$ cat src/rtl/div8by4_radix4_if.sv
// Operand/result handshake bundle for div8by4_radix4; master drives operands and out_ready.
interface div8by4_radix4_if;
  logic       in_valid;
  logic       in_ready;
  logic [7:0] N;
  logic [3:0] D;
  logic       out_valid;
  logic       out_ready;
  logic [7:0] Q;
  logic [3:0] R;
  logic       dbz;
  logic       chk_err;

  modport master (
    output in_valid, N, D, out_ready,
    input  in_ready, out_valid, Q, R, dbz, chk_err
  );

  modport slave (
    input  in_valid, N, D, out_ready,
    output in_ready, out_valid, Q, R, dbz, chk_err
  );
endinterface

$ cat src/rtl/div8by4_radix4.sv
// 8/4 unsigned radix-4 divider: 4 CALC cycles (result visible at the 5th edge after accept), 1 for D=0; holds result until out_ready.
// Optional DIV_SELFCHECK_EN: recompute Q*D+R on entry to DONE and flag mismatch on chk_err.
module div8by4_radix4 (
  input  logic           clk,
  input  logic           rst_n,
  div8by4_radix4_if.slave bus
);
  typedef enum logic [1:0] {IDLE, CALC, DONE} state_t;

  state_t     r_state, w_next;
  logic [7:0] r_n, r_q;
  logic [3:0] r_d, r_rem;
  logic [1:0] r_cnt;
  logic       r_dbz;

  logic       w_accept, w_consume, w_last;
  logic [1:0] w_pair, w_digit;
  logic [5:0] w_pr, w_d1, w_d2, w_d3;
  logic [3:0] w_kd;
  logic [3:0] w_rem_nxt;
  logic [7:0] w_q_nxt;

  assign w_accept  = (r_state == IDLE) && bus.in_valid;
  assign w_consume = (r_state == DONE) && bus.out_ready;
  assign w_last    = (r_state == CALC) && (r_cnt == 2'd3);

  always_comb begin
    w_pair = 2'd0;
    case (r_cnt)
      2'd0: w_pair = r_n[7:6];
      2'd1: w_pair = r_n[5:4];
      2'd2: w_pair = r_n[3:2];
      2'd3: w_pair = r_n[1:0];
      default: w_pair = 2'd0;
    endcase
  end

  // Digit select by comparing the partial remainder against D, 2D and 3D.
  assign w_pr = {r_rem, w_pair};
  assign w_d1 = {2'b00, r_d};
  assign w_d2 = {1'b0, r_d, 1'b0};
  assign w_d3 = w_d1 + w_d2;

  always_comb begin
    w_digit = 2'd0;
    w_kd    = 4'd0;
    if (w_pr >= w_d3) begin
      w_digit = 2'd3;
      w_kd    = r_d + {r_d[2:0], 1'b0};
    end else if (w_pr >= w_d2) begin
      w_digit = 2'd2;
      w_kd    = {r_d[2:0], 1'b0};
    end else if (w_pr >= w_d1) begin
      w_digit = 2'd1;
      w_kd    = r_d;
    end
  end

  // True remainder is < D <= 15, so modulo-16 arithmetic on the low nibble is exact.
  assign w_rem_nxt = w_pr[3:0] - w_kd;
  assign w_q_nxt   = {r_q[5:0], w_digit};

  always_ff @(posedge clk or negedge rst_n) begin
    if (!rst_n) r_state <= IDLE;
    else        r_state <= w_next;
  end

  always_comb begin
    w_next = r_state;
    case (r_state)
      IDLE:    if (bus.in_valid) w_next = (bus.D == 4'd0) ? DONE : CALC;
      CALC:    if (r_cnt == 2'd3) w_next = DONE;
      DONE:    if (bus.out_ready) w_next = IDLE;
      default: w_next = IDLE;
    endcase
  end

  always_ff @(posedge clk or negedge rst_n) begin
    if (!rst_n) begin
      r_n   <= 8'd0;
      r_d   <= 4'd0;
      r_q   <= 8'd0;
      r_rem <= 4'd0;
      r_cnt <= 2'd0;
      r_dbz <= 1'b0;
    end else if (w_accept) begin
      r_n   <= bus.N;
      r_d   <= bus.D;
      r_cnt <= 2'd0;
      r_dbz <= (bus.D == 4'd0);
      r_q   <= (bus.D == 4'd0) ? 8'hFF : 8'd0;
      r_rem <= (bus.D == 4'd0) ? bus.N[3:0] : 4'd0;
    end else if (r_state == CALC) begin
      r_q   <= w_q_nxt;
      r_rem <= w_rem_nxt;
      r_cnt <= r_cnt + 2'd1;
    end
  end

`ifdef DIV_SELFCHECK_EN
  logic        r_chk;
  logic [11:0] w_prod;

  assign w_prod = 12'(w_q_nxt) * 12'(r_d) + 12'(w_rem_nxt);

  always_ff @(posedge clk or negedge rst_n) begin
    if (!rst_n)                      r_chk <= 1'b0;
    else if (w_accept || w_consume)  r_chk <= 1'b0;
    else if (w_last)                 r_chk <= (w_prod != {4'd0, r_n});
  end

  assign bus.chk_err = r_chk;
`else
  assign bus.chk_err = 1'b0;
`endif

  assign bus.in_ready  = (r_state == IDLE);
  assign bus.out_valid = (r_state == DONE);
  assign bus.Q         = r_q;
  assign bus.R         = r_rem;
  assign bus.dbz       = r_dbz;
endmodule

$ cat src/flat_wrapper.sv
// flat-port wrapper written by rule: the top's interface ports become plain ports
module div8by4_radix4_flat 
  (clk, rst_n, bus_in_valid, bus_N, bus_D, bus_out_ready, bus_in_ready, bus_out_valid, bus_Q, bus_R, bus_dbz, bus_chk_err);
  div8by4_radix4_if bus_i ();
  input  logic clk;
  input  logic rst_n;
  input wire logic [$bits(bus_i.in_valid)-1:0] bus_in_valid;
  input wire logic [$bits(bus_i.N)-1:0] bus_N;
  input wire logic [$bits(bus_i.D)-1:0] bus_D;
  input wire logic [$bits(bus_i.out_ready)-1:0] bus_out_ready;
  output wire logic [$bits(bus_i.in_ready)-1:0] bus_in_ready;
  output wire logic [$bits(bus_i.out_valid)-1:0] bus_out_valid;
  output wire logic [$bits(bus_i.Q)-1:0] bus_Q;
  output wire logic [$bits(bus_i.R)-1:0] bus_R;
  output wire logic [$bits(bus_i.dbz)-1:0] bus_dbz;
  output wire logic [$bits(bus_i.chk_err)-1:0] bus_chk_err;
  assign bus_i.in_valid = bus_in_valid;
  assign bus_i.N = bus_N;
  assign bus_i.D = bus_D;
  assign bus_i.out_ready = bus_out_ready;
  assign bus_in_ready = bus_i.in_ready;
  assign bus_out_valid = bus_i.out_valid;
  assign bus_Q = bus_i.Q;
  assign bus_R = bus_i.R;
  assign bus_dbz = bus_i.dbz;
  assign bus_chk_err = bus_i.chk_err;
  div8by4_radix4 u_core (.clk(clk), .rst_n(rst_n), .bus(bus_i));
endmodule
$ cat config.mk
export PLATFORM = sky130hd
export DESIGN_NAME = div8by4_radix4_flat
export DESIGN_NICKNAME = d
export VERILOG_FILES = /design/src/rtl/div8by4_radix4_if.sv /design/src/rtl/div8by4_radix4.sv /design/src/flat_wrapper.sv
export SDC_FILE = /design/constraint.sdc
export NUM_CORES = 1
export LEC_CHECK = 0
export ABC_AREA = 1
export BUFFER_PORTS_ARGS = -buffer_cell sky130_fd_sc_hd__clkbuf_2
export CAP_MARGIN = 15
export CELL_PAD_IN_SITES_DETAIL_PLACEMENT = 0
export CELL_PAD_IN_SITES_GLOBAL_PLACEMENT = 1
export CORE_MARGIN = 2
export CORE_UTILIZATION = 24
export CTS_CLUSTER_DIAMETER = 50
export DETAILED_ROUTE_END_ITERATION = 16
export PLACE_DENSITY = 0.6
export SETUP_SLACK_MARGIN = 0.15
export SYNTH_ARGS = -nofsm -noshare
export SYNTH_HDL_FRONTEND = slang
export SYNTH_SLANG_ARGS = --single-unit
$ cat constraint.sdc
create_clock -name clk -period 3.6 [get_ports clk]
set_clock_uncertainty 0.15 [all_clocks]
set_input_delay 0.72 -clock clk [delete_from_list [all_inputs] [get_ports clk]]
set_output_delay 0.72 -clock clk [all_outputs]
set_load 0.05 [all_outputs]
Word level (Yosys, flattened, before mapping). Cells that the tools add are included.

Flip-flop bits (word level): 29. Input port bits: 16. Output and inout port bits: 16. Word-level logic and storage cells: 48.

$add $sub $neg: 4. $lt $le $gt $ge: 3. Equal/unequal tests: 8. Muxes and demuxes: 20. Reductions and logical operators: 6.

Operators with widths (number): $mux W4 (6); $mux W8 (3); $mux W2 (8); $pmux W2 S4 (1); $add A4 B5 Y6 (1); $eq A2 B2 Y1 const B (3); $ge A6 B4 Y1 (1); $ge A6 B5 Y1 (1); $ge A6 B6 Y1 (1); $pmux W2 S3 (1); $add A4 B4 Y4 (1); $eq A2 B1 Y1 const B (2); $logic_not A2 Y1 (2); $logic_not A4 Y1 (1); $ne A2 B2 Y1 const B (2); $sub A4 B4 Y4 (1); $reduce_and A3 Y1 (1); $add A2 B1 Y2 const B (1); $ne A2 B1 Y1 const B (1); $reduce_bool A2 Y1 (1); $logic_and A1 B1 Y1 (1); $mux W1 (1).

Depth between registers and ports, before layout. Gate-level depths: netlist (run 1).

Word-level depth: 9. Depth in mapped cells: 22. Depth with buffers taken out: 22.

Worst setup path after synthesis (run 1). OpenSTA, ideal clock, no wires.

Path type: flip-flop to flip-flop. From: reg u_core.r_d[0]. To: reg u_core.r_rem[3] (netlist: u_core.bus.R[3]). Setup time: 0.073 ns. Data arrival time: 3.021 ns. Required time: 3.377 ns. Slack: 0.356 ns. Stages on the path, launching flop included: 21. Path buffers: 0. Period minus slack after synthesis: 3.244 ns. Cell sequence: dfrtp_1 > ha_1 > inv_1 > fa_1 > xnor2_1 > ha_1 > nand2_1 > a21oi_1 > nor3_1 > nand2_1 > inv_1 > o21ai_0 > o22ai_1 > ha_1 > nand3_1 > nand2_1 > xor2_1 > inv_1 > nand2_1 > nand3_1 > a21oi_2.

Longest elaborated chain between the ends: 7. Elaborated cells between the ends (all ways): 11. Those cells by class: add/sub: 3; order compare: 3; mux: 5.

RTL lines: start: declaration (RTL line div8by4_radix4.sv:12) `logic [3:0] r_d, r_rem;`; start signal: assignment (RTL line div8by4_radix4.sv:88) `r_d <= bus.D;`; parallel branches: the longest is 3 deep, another holds $add A4 B5 Y6; $mux W4 * (RTL line div8by4_radix4.sv:47) `if (w_pr >= w_d3) begin`; $sub A4 B4 Y4 * (RTL line div8by4_radix4.sv:60) `assign w_rem_nxt = w_pr[3:0] - w_kd;`; $mux W4 * (RTL line div8by4_radix4.sv:93) `end else if (r_state == CALC) begin`; $mux W4 * (RTL line div8by4_radix4.sv:86) `end else if (w_accept) begin`; end signal: assignment (RTL line div8by4_radix4.sv:92) `r_rem <= (bus.D == 4'd0) ? bus.N[3:0] : 4'd0;`; end signal: assignment (RTL line div8by4_radix4.sv:95) `r_rem <= w_rem_nxt;`; end: declaration (RTL line div8by4_radix4.sv:12).

Every way passes the cells marked *. The select of a mux whose other input is x is not followed. A chain may end at the register's enable or synchronous reset.

Final worst setup path (run 1).
From: reg u_core.r_d[1]. To: reg u_core.r_rem[1] (netlist: u_core.bus.R[1]).

Same word-level chain as after synthesis.

==> metrics.md, run 1 <==
| Metric | Value |
|---|---|
| Outcome | `finished clean` |
| Final wirelength | `between 5000 and 6000 um` |
| Mapped Area | `approximately 2000 um^2` |
| Syn Nets | `between 200 and 300` |
| Post-DP HPWL | `between 3000 and 4000 um` |
| Die width | `between 90 and 100 um` |
| Placed Area | `2320 um^2` |
| Worst Tran Pin Value | `approximately 0.76 ns` |
| Vias | `around 1800` |
| Combined area of the multi-input logic cells | `~1200 um^2` |
| Final setup violation count | `0` |
| Cell family with most CP delay | `adder cells` |
| Worst Path Class, Setup | `reg -> reg` |
| Adder-Cell Fraction of Synth Area | `between 10% and 20%` |
| Crit end category | `flip-flop` |
| Filler cells | `approximately 900` |
| Largest family of logic cells by synthesized area | `simple AND/OR/NAND/NOR gates` |
| First-pass GRT wire length | `about 8500 um` |
| Slew Limit Fails | `0` |
| Ys Warns | `0` |
| Hold Crit Start | `u_core.r_n[6]` |
| Root Buffer Master | `clkbuf_8` |
| Top post-synthesis cells by area | `dfrtp_1 (36%), ha_1 (15%), nand2_1 (13%)` |
| Flops & latches, synth | `29` |
| Core area | `8180 um^2` |
| Min cycle time layout | `~3.4 ns` |
| Yosys cell types | `40` |
| Cts bufs inserted | `5` |
| Worst Path Required | `3.61 ns` |
| Detailed-route wire length per cell | `between 10 and 15 um` |
| Post-synth top area cell | `dfrtp_1` |
| Critical path origin | `u_core.r_d[1]` |
| Reg2reg start | `u_core.r_d[1]` |
| Tcrit/Tclk final | `95.8%` |
| Number of port buffers | `30` |
| Iter 0 DRT Violations | `slightly below 60` |
| Syn Area/Cell | `~8.2 um^2` |
| Final hold viol count | `0` |
| Register Area | `slightly above 700 um^2` |
| Post-synthesis sequential area ratio | `between 30% and 40%` |
| Starting density of the core | `roughly a quarter` |
| Largest net degree at the start of global routing | `30` |
| Hold buffer count at cts | `0` |
| Crit path launch type | `flip-flop` |
| H-tree levels | `2` |
| Fmax | `around 290 MHz` |
| Core Util, Final | `between 30 and 40%` |
| Most frequent cells in the layout | `nand2_1 (67), clkbuf_2 (30), dfrtp_1 (29)` |
| Aggregate global-route resource usage | `between 10% and 20%` |
| Placer Congestion | `about 0.8` |
| Die height | `95.6 um` |
| Vias in the first global route | `1754` |
| Hold Crit Class | `reg -> reg` |
| Share of cells above drive strength 1 | `a little over a third` |
| Clock sinks | `29` |
| GRT overflow | `0` |
| Post-synthesis mux area share | `less than 1%` |
| Rel. slew slack | `49.1%` |
| CP Max Fanout | `4` |
| Post-synthesis simple-gate area fraction | `~24%` |
| Router iterations before antenna repair | `4` |
| DR DRC count | `0` |
| Vias per inst | `4.40` |
| TritonCTS clock tree | `done` |
| Final layout net count | `around 340` |
| Remaining antenna violation count after routing | `0` |
| Worst-path clk slew | `roughly 0.070 ns` |
| Slowest cell on the critical path | `fa_1` |
| CP max stage delay | `0.46 ns` |
| Critical-path cell list | `ha_1, inv_1, fa_2, xnor2_2, ha_1, nand2_1, a21oi_2, nor3_2, nand2_2, inv_2, buf_4, a21oi_1, ha_2, inv_2, fa_1, a221oi_2, a21oi_1` |
| # diodes | `0` |
| Synth Area in Compound Gates | `around an eighth` |
| Yosys top cell area share | `36.0%` |
| Buf/Inv on CP | `4` |
| Max clock buf depth | `2` |
| Top Ports | `32` |
| Most common cell after layout, fill and taps aside | `nand2_1` |
| Final instance area | `roughly 2600 um^2` |
| Unrepaired setup endpoints after global routing | `true` |
| Initial antenna violation count | `0` |
| Max-Cap Viols | `0` |
| Site row count | `33` |
| Clock latency on the worst-skew pair | `0.28 ns` |
| WP data arrival | `around 3.5 ns` |
| R2R setup slack | `roughly 0.15 ns` |
| Post-Synth XOR/XNOR Area | `about 1.7%` |
| Syn Inst Count | `246` |
| Die area | `9150 um^2` |
| Area grow syn2layout | `30.6%` |
[through the flow]
stage | setup TNS, ns | instances | setup slack, ns | hold slack [ns]
4_1_cts | 0 | 400 | 0.165 | 0.334
2_1_floorplan | 0 | 246 | 0.356 | 0.274
3_5_place_dp | -0.00349 | 383 | -0.00349 | 0.316
6_report | 0 | 407 | 0.153 | 0.327
3_3_place_gp | 0 | 383 | 0.101 | 0.314
5_1_grt | -0.227 | 407 | -0.102 | 0.354
[synthesized netlist by cell type]
cell type	instances
nor3_1	2
a2bb2oi_1	7
o22a_1	1
inv_4	1
nand3_1	3
inv_2	7
xor2_1	3
nand3_2	1
clkinv_1	1
fa_1	2
o21ai_1	6
conb_1	1
xnor2_1	1
nor2_1	10
dfrtp_1	29
and2_1	1
inv_1	25
buf_2	2
nand2_1	71
a22oi_1	1
nand2_4	1
nand4_1	2
nor3b_1	1
buf_4	1
nor2_2	2
nor2_8	1
o21ai_2	1
nand2_2	4
a221oi_1	1
mux2_1	1
clkbuf_1	1
o311ai_1	1
or2_1	2
o22ai_1	3
a21oi_1	9
nor4_1	1
o21ai_0	11
nor2_4	3
ha_1	24
a21oi_2	1
[layer usage]
metal  up-vias  wire (um)  global-route usage (%)
li1        910          -                       -
met1       845       2440                    16.0
met2        30       2580                    20.3
met3         6        138                    2.21
met4         0         76                    3.93
met5         -          0                       0
[worst min-delay path, delay by kind of cell, from the launching register on]
kind / cells / cell delay, ns
AND/OR/NAND/NOR: 2 / 0.11
flip-flops: 1 / 0.34
[logic make-up after synthesis]
logic type | count (synthesis)
AOI/OAI and AO/OA | 42
xor gates and xnor gates | 4
adders and majority gates | 26
buffers and inverters | 38
DFF | 29
muxes | 1
other | 1
and+or+nand+nor | 105
[area by class of cell]
cell class	instances	share of cell area, %
clock buffers	7	3.66
flip-flops and latches	29	27.6
inverters	34	4.94
clock inverters	1	0.190
multi-input cells	179	46.7
repair buffers	52	12.0
well taps	105	4.99
[worst paths after layout]
| check | to | depth (start not counted) |
|---|---|---|
| min in group asynchronous | u_core.r_n[7] | 1 |
| min | u_core.r_n[6] | 2 |
| max | u_core.bus.R[1] | 17 |
| max in group asynchronous | u_core.r_state[0] | 1 |
| min reg2reg | u_core.r_n[6] | 2 |
| max reg2reg | u_core.bus.R[1] | 17 |
[sequential cells by signal, indices dropped and copies added, names as in the netlist]
name,count
u_core.bus.Q,8
u_core.r_n,8
u_core.bus.R,4
u_core.r_state,2
u_core.r_d,4
u_core.r_cnt,2
u_core.bus.dbz,1
[what timing repair did]
item                       in CTS  in global routing
pin swaps                       4                 20
buffers inserted                9                  7
resized for setup               6                 19
setup endpoints to repair       3                  3
Power of run 1 is not shown: default switching activity piles up to over one toggle a cycle in this logic, so the estimate is an artifact.
==> run 2: changes to the inputs <==
--- a/config.mk
+++ b/config.mk
@@ -12,8 +12,8 @@
 export CELL_PAD_IN_SITES_GLOBAL_PLACEMENT = 1
 export CORE_MARGIN = 2
-export CORE_UTILIZATION = 24
+export CORE_UTILIZATION = 42
 export CTS_CLUSTER_DIAMETER = 50
 export DETAILED_ROUTE_END_ITERATION = 16
-export PLACE_DENSITY = 0.6
+export PLACE_DENSITY = 0.9
 export SETUP_SLACK_MARGIN = 0.15
 export SYNTH_ARGS = -nofsm -noshare
--- a/constraint.sdc
+++ b/constraint.sdc
@@ -3,3 +3,3 @@
 set_input_delay 0.72 -clock clk [delete_from_list [all_inputs] [get_ports clk]]
 set_output_delay 0.72 -clock clk [all_outputs]
-set_load 0.05 [all_outputs]
+set_load 0.1 [all_outputs]
==> run 2 against run 1 <==
Net effect:
- utilization increased by 21 points
- final cell count decreased by 14%
- global-route usage increased by 6.0 points
- die area decreased by 41%
- maximum frequency decreased by 1.7%
- non-clock buffer count decreased by 8
- sequential cell count unchanged
- hold slack improved by 0.0054 ns
- register-to-register slack got worse by 0.06 ns
- routed wire length decreased by 13%
- design area decreased by 5.9%
- critical endpoint unchanged
==> metrics.md, run 2 (synthesis results as in run 1) <==
| Metric | Value |
|---|---|
| Final wirelength | `4570 um (was 5240 um)` |
| Clock sinks | `29 (unchanged)` |
| Hold buffer count at cts | `0 (unchanged)` |
| Max clock buf depth | `2 (unchanged)` |
| Post-Layout Cell Count | `348 (was 407)` |
| Placer Congestion | `0.853 (was 0.801)` |
| Outcome | `finished clean (unchanged)` |
| Max-Cap Viols | `0 (unchanged)` |
| Largest net degree at the start of global routing | `30 (unchanged)` |
| Crit end category | `flip-flop (unchanged)` |
| Fmax | `285 MHz (was 290 MHz)` |
| Core area | `4660 um^2 (was 8180 um^2)` |
| Vias | `1734 (was 1791)` |
| Unrepaired setup endpoints after global routing | `true (unchanged)` |
| Final setup violation count | `0 (unchanged)` |
| Die width | `73.3 um (was 95.6 um)` |
| Starting density of the core | `43.2% (was 24.7%)` |
| Die area | `5370 um^2 (was 9150 um^2)` |
| R2R setup slack | `0.09 ns (was 0.15 ns)` |
| Share of cells above drive strength 1 | `32.0% (was 34.8%)` |
| Placed Cells incl. Taps | `328 (was 383)` |
| Initial antenna violation count | `0 (unchanged)` |
| Most frequent cells in the layout | `nand2_1 (67), clkbuf_2 (30), dfrtp_1 (28) (was nand2_1 (67), clkbuf_2 (30), dfrtp_1 (29))` |
| Reg2reg start | `u_core.r_d[1] (unchanged)` |
| Root Buffer Master | `clkbuf_8 (unchanged)` |
| Die height | `73.3 um (was 95.6 um)` |
| Final instance area | `2480 um^2 (was 2630 um^2)` |
| Hold Crit Class | `reg -> reg (unchanged)` |
| Router iterations before antenna repair | `4 (unchanged)` |
| Tcrit/Tclk final | `97.4% (was 95.8%)` |
| Most common cell after layout, fill and taps aside | `nand2_1 (unchanged)` |
| Hold path depth | `2 (unchanged)` |
| Placed Area | `2230 um^2 (was 2320 um^2)` |
| DR DRC count | `0 (unchanged)` |
| Worst Path Class, Setup | `reg -> reg (unchanged)` |
| Reg2Reg Capture Point | `u_core.bus.R[1] (unchanged)` |
| Vias per inst | `4.98 (was 4.40)` |
| First-pass GRT wire length | `7420 um (was 8480 um)` |
| Aggregate global-route resource usage | `18.3% (was 12.2%)` |
| Detailed-route wire length per cell | `13.1 um (was 12.9 um)` |
| Final hold viol count | `0 (unchanged)` |
| CP Max Fanout | `5 (was 4)` |
| Post-DP HPWL | `3340 um (was 3780 um)` |
| Rel. slew slack | `51.4% (was 49.1%)` |
| Hold Crit Start | `u_core.r_n[6] (unchanged)` |
| Worst-path clk slew | `0.06 ns (was 0.07 ns)` |
| Top Ports | `32 (unchanged)` |
| Crit path launch type | `flip-flop (unchanged)` |
| Iter 0 DRT Violations | `76 (was 59)` |
| Clock latency on the worst-skew pair | `0.28 ns (about the same)` |
| WP data arrival | `3.51 ns (was 3.46 ns)` |
| Area grow syn2layout | `22.9% (was 30.6%)` |
| Site row count | `25 (was 33)` |
| Vias in the first global route | `1587 (was 1754)` |
| Worst Tran Pin Value | `0.729 ns (was 0.764 ns)` |
| Min cycle time layout | `3.51 ns (was 3.45 ns)` |
| Cts bufs inserted | `5 (unchanged)` |
| Number of port buffers | `30 (unchanged)` |
| Pre-CTS WS | `-0.0835 ns (was -0.00349 ns)` |
| Register-to-Register Path Depth | `16 (was 17)` |
| Worst Path Required | `3.60 ns (was 3.61 ns)` |
| Final layout net count | `335 (was 343)` |
| Slew Limit Fails | `0 (unchanged)` |
| Worst hold path endpoint | `u_core.r_n[6] (unchanged)` |
| H-tree levels | `2 (unchanged)` |
| # diodes | `0 (unchanged)` |
| GRT overflow | `0 (unchanged)` |
| Remaining antenna violation count after routing | `0 (unchanged)` |
| TritonCTS clock tree | `done (unchanged)` |
| Slack of the critical path | `0.0933 ns (was 0.153 ns)` |
==> run 2: cell count changes in the layout (fill, tap and decap cells not counted), sizes merged <==
| cell | delta |
|---|---|
| clkinvlp | +1 |
| clkinv | +1 |
| buf | -8 |
| clkbuf | -2 |
==> run 2: cell type report <==
| cell class | instances | area (um^2) |
|---|---|---|
| fillers | 455 | 2180 |
| multi-input cells | 179 | 1210 |
| flip-flops and latches | 29 | 727 |
| repair buffers | 44 | 259 |
| inverters | 34 | 130 |
| clock buffers | 5 | 68.8 |
| well taps | 54 | 67.6 |
| clock inverters | 3 | 17.5 |
==> run 2: how the worst max path moves through the flow <==
stage	from	endpoint	slack, ns	cells after the start
2_1_floorplan	u_core.r_d[0]	u_core.bus.R[3]	0.36	20
5_1_grt	u_core.r_d[1]	u_core.bus.R[3]	-0.13	21
3_5_place_dp	u_core.r_d[0]	u_core.bus.R[3]	-0.08	20
3_3_place_gp	u_core.r_d[0]	u_core.bus.R[3]	-0.08	20
4_1_cts	u_core.r_d[2]	u_core.bus.R[3]	0.15	21
6_report	u_core.r_d[1]	u_core.bus.R[1]	0.09	16
==> run 2: critical path, cell delays in order (launching register included) <==
cell and delay [ns]:
dfrtp_1 0.38, ha_2 0.20, inv_2 0.04, fa_2 0.41, xnor2_2 0.16, ha_1 0.32, nand2_2 0.07, a21oi_2 0.05
nor3_2 0.17, nand2_2 0.10, inv_2 0.10, buf_4 0.11, o22ai_2 0.07, buf_4 0.15, fa_1 0.48, a221oi_1 0.32
a21oi_1 0.09
==> run 2: metrics by stage <==
stage	setup TNS [ns]	utilization, %	hold WS (ns)
after global routing	-0.160	53.2	0.360
after CTS	0	50.9	0.335
after global placement	-0.0761	47.8	0.313
after detailed placement	-0.0835	47.8	0.317
final	0	53.2	0.332
after floorplan	0	-	0.274
==> run 2: per-layer routing <==
metal	up-vias	part of all wire [%]	routed length, um	GRT usage (%)
li1	894	-	-	-
met1	797	47	2140	24.9
met2	36	48	2190	29.3
met3	7	4.1	189	3.70
met4	0	1.2	54	5.56
met5	-	0	0	0
==> run 2: what timing repair did <==
item,CTS,global route
gates resized for setup,7,15
setup buffers,4,8
pin swaps,3,19
hold endpoints to repair,0,0
endpoints found under the setup margin,3,3
Power of run 2 is left out for the same reason.
